File: config.mk
export PLATFORM = sky130hd
export DESIGN_NAME = int_controller
export DESIGN_NICKNAME = d
export VERILOG_FILES = /design/src/rtl/int_controller_pkg.sv /design/src/rtl/int_controller_irq_sync.sv /design/src/rtl/int_controller.sv
export SDC_FILE = /design/constraint.sdc
export NUM_CORES = 1
export LEC_CHECK = 0
export ABC_AREA = 1
export CAP_MARGIN = 20
export CORE_MARGIN = 3
export CORE_UTILIZATION = 44
export CTS_CLUSTER_SIZE = 20
export DETAILED_ROUTE_END_ITERATION = 7
export HOLD_SLACK_MARGIN = 0.12
export PLACE_DENSITY = 0.85
export SETUP_SLACK_MARGIN = 0.02
export SYNTH_ARGS = -nofsm -noshare
export SYNTH_HDL_FRONTEND = slang
export SYNTH_SLANG_ARGS = --single-unit
export TNS_END_PERCENT = 20
File: constraint.sdc
create_clock -name clk -period 2.7 [get_ports clk]
set_input_delay 0.54 -clock clk [delete_from_list [all_inputs] [get_ports clk]]
set_output_delay 0.54 -clock clk [all_outputs]
set_load 0.05 [all_outputs]
File: src/rtl/int_controller_pkg.sv
// int_controller_pkg: shared CP0/exception definitions
//   NUM_IRQ       - number of hardware interrupt lines
//   ADDR_*        - interrupt controller config register selects
//   exc_code_t    - exception cause codes
//   prio_idx()    - index of highest set line, 0 when none
package int_controller_pkg;
   localparam int NUM_IRQ = 6;
   localparam logic [1:0] ADDR_MODE    = 2'd0;
   localparam logic [1:0] ADDR_ENABLE  = 2'd1;
   localparam logic [1:0] ADDR_PENDING = 2'd2;
   localparam logic [1:0] ADDR_IRQ_ID  = 2'd3;
   typedef enum logic [4:0] {
      EXC_INT  = 5'd0,
      EXC_ADEL = 5'd4,
      EXC_ADES = 5'd5,
      EXC_SYS  = 5'd8,
      EXC_BP   = 5'd9,
      EXC_RI   = 5'd10,
      EXC_OV   = 5'd12
   } exc_code_t;
   function automatic logic [2:0] prio_idx(input logic [NUM_IRQ-1:0] v);
      logic [2:0] r;
      r = 3'd0;
      for (int i = 0; i < NUM_IRQ; i++) if (v[i]) r = 3'(i);
      return r;
   endfunction
endpackage

File: src/rtl/int_controller_irq_sync.sv
// irq_sync: single-bit multi-flop synchronizer with async reset
//   clk, rst - clock, async active-high reset
//   d        - asynchronous input
//   q        - synchronized output (last stage)
module irq_sync #(
   parameter int SYNC_STAGES = 2
) (
   input  logic clk,
   input  logic rst,
   input  logic d,
   output logic q
);
   logic [SYNC_STAGES-1:0] ff;
   always_ff @(posedge clk or posedge rst)
      if (rst) ff <= '0;
      else     ff <= {ff[SYNC_STAGES-2:0], d};
   assign q = ff[SYNC_STAGES-1];
endmodule

File: src/rtl/int_controller.sv
// int_controller: 6-line edge/level interrupt controller with priority ID
//   clk, rst            - clock, async active-high reset
//   irq_in              - asynchronous interrupt requests (bit 5 highest)
//   int_reg             - pending & enabled lines to the exception handler
//   int_ack/_line       - acknowledge pulse and line index from WB
//   cfg_we/addr/wdata   - config write port (MODE, ENABLE, PENDING W1C)
//   cfg_rdata           - combinational config read data
module int_controller
   import int_controller_pkg::*;
#(
   parameter int SYNC_STAGES = 2
) (
   input  logic               clk,
   input  logic               rst,
   input  logic [NUM_IRQ-1:0] irq_in,
   output logic [NUM_IRQ-1:0] int_reg,
   input  logic               int_ack,
   input  logic [2:0]         int_ack_line,
   input  logic               cfg_we,
   input  logic [1:0]         cfg_addr,
   input  logic [31:0]        cfg_wdata,
   output logic [31:0]        cfg_rdata
);
   logic [NUM_IRQ-1:0] sync_out, sync_prev, mode, enable, pending;
   logic [NUM_IRQ-1:0] wd, edge_set, ack_clr, w1c, mode_rise, pend_n;
   logic               mode_we, enable_we, unused_wdata;
   genvar g;
   generate
      for (g = 0; g < NUM_IRQ; g++) begin : g_sync
         irq_sync #(.SYNC_STAGES(SYNC_STAGES)) u_sync (
            .clk (clk),
            .rst (rst),
            .d   (irq_in[g]),
            .q   (sync_out[g])
         );
      end
   endgenerate
   assign wd           = cfg_wdata[NUM_IRQ-1:0];
   assign unused_wdata = ^cfg_wdata[31:NUM_IRQ];
   assign mode_we      = cfg_we && cfg_addr == ADDR_MODE;
   assign enable_we    = cfg_we && cfg_addr == ADDR_ENABLE;
   assign edge_set     = sync_out & ~sync_prev & mode;
   assign ack_clr      = (int_ack && int_ack_line < 3'd6) ? 6'b1 << int_ack_line : '0;
   assign w1c          = (cfg_we && cfg_addr == ADDR_PENDING) ? wd : '0;
   // a line switching level->edge starts with a clean pending bit
   assign mode_rise    = mode_we ? wd & ~mode : '0;
   // edge lines: set beats clear; level lines: plain copy of sync_out
   assign pend_n       = (mode & (edge_set | (pending & ~(ack_clr | w1c))))
                       | (~mode & sync_out & ~mode_rise);
   always_ff @(posedge clk or posedge rst)
      if (rst) begin
         sync_prev <= '0;
         mode      <= '0;
         enable    <= '0;
         pending   <= '0;
      end else begin
         sync_prev <= sync_out;
         mode      <= mode_we ? wd : mode;
         enable    <= enable_we ? wd : enable;
         pending   <= pend_n;
      end
   assign int_reg   = pending & enable;
   assign cfg_rdata = cfg_addr == ADDR_MODE    ? {26'b0, mode}
                    : cfg_addr == ADDR_ENABLE  ? {26'b0, enable}
                    : cfg_addr == ADDR_PENDING ? {26'b0, pending}
                    : {24'b0, |int_reg, 4'b0, prio_idx(int_reg)};
endmodule

==> flow_summary_export.csv <==
group,metric,value,unit
status,status,"completed",
floorplanning,die_y,70.3,µm
critical_path,crit_fanout,7,
cells_and_area,seq_area,901,µm²
cells_and_area,nFillCells,346,
logic_synthesis,synth_compound_area_share,8.10,%
cells_and_area,antenna_cells,0,
clock_network,cts_tree,"done",
logic_synthesis,synth-simple-area-share,23.2,%
critical_path,critical_path_required,2.16,ns
critical_path,worst_setup_path_end_kind,"output pin",
critical_path,critPathLaunchType,"primary input",
placement,gp_congestion,0.904,
route,wl_per_cell,11.7,µm
logic_synthesis,muxShareOfSynthArea,0,%
critical_path,crit_family,"buffers and inverters",
floorplanning,dieArea,4950,µm²
route,drt_iter0_markers,80,
route,drt_pass1_iterations,4,
worst_hold_path,hold_start,"g_sync[0].u_sync.ff[0]",
critical_path,critical_path.slowest_cell,"clkdlybuf4s50_1",
logic_synthesis,synth-edff-count,0,
global_route,grt_max_degree,37,
clock_network,cts_buffers,5,
power,cellLeakagePower,1.20,nW
logic_synthesis,yosysWarnings,0,
cells_and_area,layout.nets,313,
critical_path,cp_data_arrival_time,2.00,ns
logic_synthesis,synth_xor_area_share,0,%
logic_synthesis,synth_fa_ha_area_share,0,%
timing,hold_violations,0,
power,ir_drop,0.000361,V
logic_synthesis,synth-seq-cells,36,
logic_synthesis,synth.area.top_cells,"dfrtp_1 (49%), nand2_1 (13%), buf_4 (11%)",
critical_path,r2r-start,"mode[1]",
route,drcViolationCount,0,
placement,dp_hpwl,2.87,mm
timing,tns,0,ns
logic_synthesis,synthFlopType,"dfrtp_1",
global_route,gr-total-overflow,0,
logic_synthesis,avgSynthCellArea,8.10,µm²
logic_synthesis,synth_top_family_by_area,"simple AND/OR/NAND/NOR gates",
floorplanning,start_util,47.6,%
timing,finalCriticalPeriod,2.54,ns
floorplanning,rows,22,
timing,slew_viol_final,0,
power,p_per_area,684,nW/µm²
global_route,gr-usage-all-layers,15.6,%
critical_path,crit_chain,"clkdlybuf4s50_1, inv_1, nand2_1, o211ai_1, buf_12",
logic_synthesis,synth_async_sr_flop_share,100,%
cells_and_area,layout-drive-gt1-share,10.5,%
power,fin_total_pwr,0.00156,W
logic_synthesis,yosysTopAreaCellShare,49.5,%
timing,fin_skew,0.00594,ns
job,cap_violations,0,
cells_and_area,multi_input_area,667,µm²
logic_synthesis,yosysSeqAreaShare,49.5,%
clock_network,clk_pin_slew,0.07,ns
global_route,grt_pass1_wl,6.12,mm
timing,setup_viol,0,
worst_hold_path,min_path_type,"reg2reg",
floorplanning,core_region_area,3830,µm²
clock_network,cts_root_buf,"clkbuf_8",
floorplanning,die_w,70.3,µm
clock_network,cts.path.max_buffers,2,
placement,port_buffers,33,
logic_synthesis,netlist_instances,225,
clock_network,htreeDepth,2,
cells_and_area,area_growth,25.4,%
critical_path,slowest_delay,0.52,ns
route,drt_wl_total,3.69,mm
route,ant_nets,0,
route,viasPerCell,4.74,
logic_synthesis,syn_area,1820,µm²
route,dr_total_vias,1488,
timing,clock.fmax,0.393,GHz
critical_path,cp.buffers_inverters,3,
critical_path,startpoint,"cfg_addr[0]",
clock_network,cts_setup_buffers,0,
logic_synthesis,yosysMostFrequentCell,"nand2_1",
logic_synthesis,yosys.cell_types.count,21,
global_route,grt_pass1_vias,1405,
logic_synthesis,synthTopCellsByCount,"nand2_1 (61), dfrtp_1 (36), inv_1 (33)",
timing,period_share,94.2,%
global_route,grt_antenna_before_repair,0,
clock_network,clk_latency,0.28,ns
critical_path,path_class,"in2out",
logic_synthesis,yosysTopAreaCell,"dfrtp_1",
floorplanning,pin_count,85,
timing,rsz0062_at_grt,"false",
clock_network,clock_sinks,36,
[metal layers]
metal	vias up	track usage (%)	share of wire, %	wire length (µm)
met5	-	0	0	0
li1	734	-	-	-
met3	8	5.90	8.9	328
met2	62	25.5	49	1810
met1	684	17.8	40	1480
met4	0	7.87	1.8	67
[sequential cells by signal (all words and copies together), names as in the netlist]
name,cells
pending,6
sync_prev,6
g_sync.u_sync.ff,12
mode,6
enable,6
[final timing paths]
check | depth (start not counted) | end | slack [ns]
max | 5 | cfg_rdata[3] | 0.16
min | 0 | g_sync[0].u_sync.ff[1] | 0.34
max reg2reg | 5 | pending[1] | 1.77
min reg2reg | 0 | g_sync[0].u_sync.ff[1] | 0.34
max in group asynchronous | 3 | pending[2] | 1.73
min in group asynchronous | 3 | g_sync[3].u_sync.ff[0] | 0.66
[logic make-up after synthesis]
kind of cell / after synthesis
DFF: 36
and+or+nand+nor: 97
other: 1
AOI/OAI and AO/OA: 27
buffers and inverters: 64
[area by class of cell]
cell class | count | share of cell area [%]
Clock buffer | 7 | 4.22
Inverter | 36 | 5.91
Multi-Input combinational cell | 149 | 29.2
Sequential cell | 36 | 39.4
Tap cell | 48 | 2.63
Timing Repair Buffer | 38 | 18.6
[worst register-to-register path: cells and delay by family, from the launching register on]
kind / cells / cell delay, ns
DFF: 1 / 0.37
and+or+nand+nor: 4 / 0.43
buffers and inverters: 1 / 0.07
[repair_timing]
item | 4_1_cts | 5_1_grt
resized for setup | 0 | 1
setup endpoints to repair | 0 | 1
hold buffers | 0 | 0
[power breakdown]
group	internal, W	switching (W)	total [W]
Clock	0.000227	0.000175	0.000402
Sequential	0.000599	0.0000380	0.000637
Combinational	0.000176	0.000348	0.000524
[placed cells by master (no fill, tap or decap), types with 9 or more instances in the layout]
| cell | n |
|---|---|
| nand2_1 | 61 |
| nand4_1 | 10 |
| nor2_1 | 11 |
| clkdlybuf4s50_1 | 26 |
| inv_1 | 33 |
| nand3_1 | 9 |
| conb_1 | 25 |
| dfrtp_1 | 36 |
| o21ai_0 | 15 |
[stage by stage]
| step | cells | setup WS (ns) | instance area [µm²] | util (%) | hold slack (ns) |
|---|---|---|---|---|---|
| after floorplan | 249 | 0.436 | 1910 | - | 0.331 |
| after global placement | 307 | 0.205 | 2190 | 57.1 | 0.332 |
| after detailed placement | 307 | 0.166 | 2190 | 57.1 | 0.335 |
| after CTS | 314 | 0.154 | 2280 | 59.6 | 0.347 |
| after global routing | 314 | 0.0683 | 2280 | 59.7 | 0.367 |
| final | 314 | 0.158 | 2280 | 59.7 | 0.341 |
(Power assumes the default switching activity.)
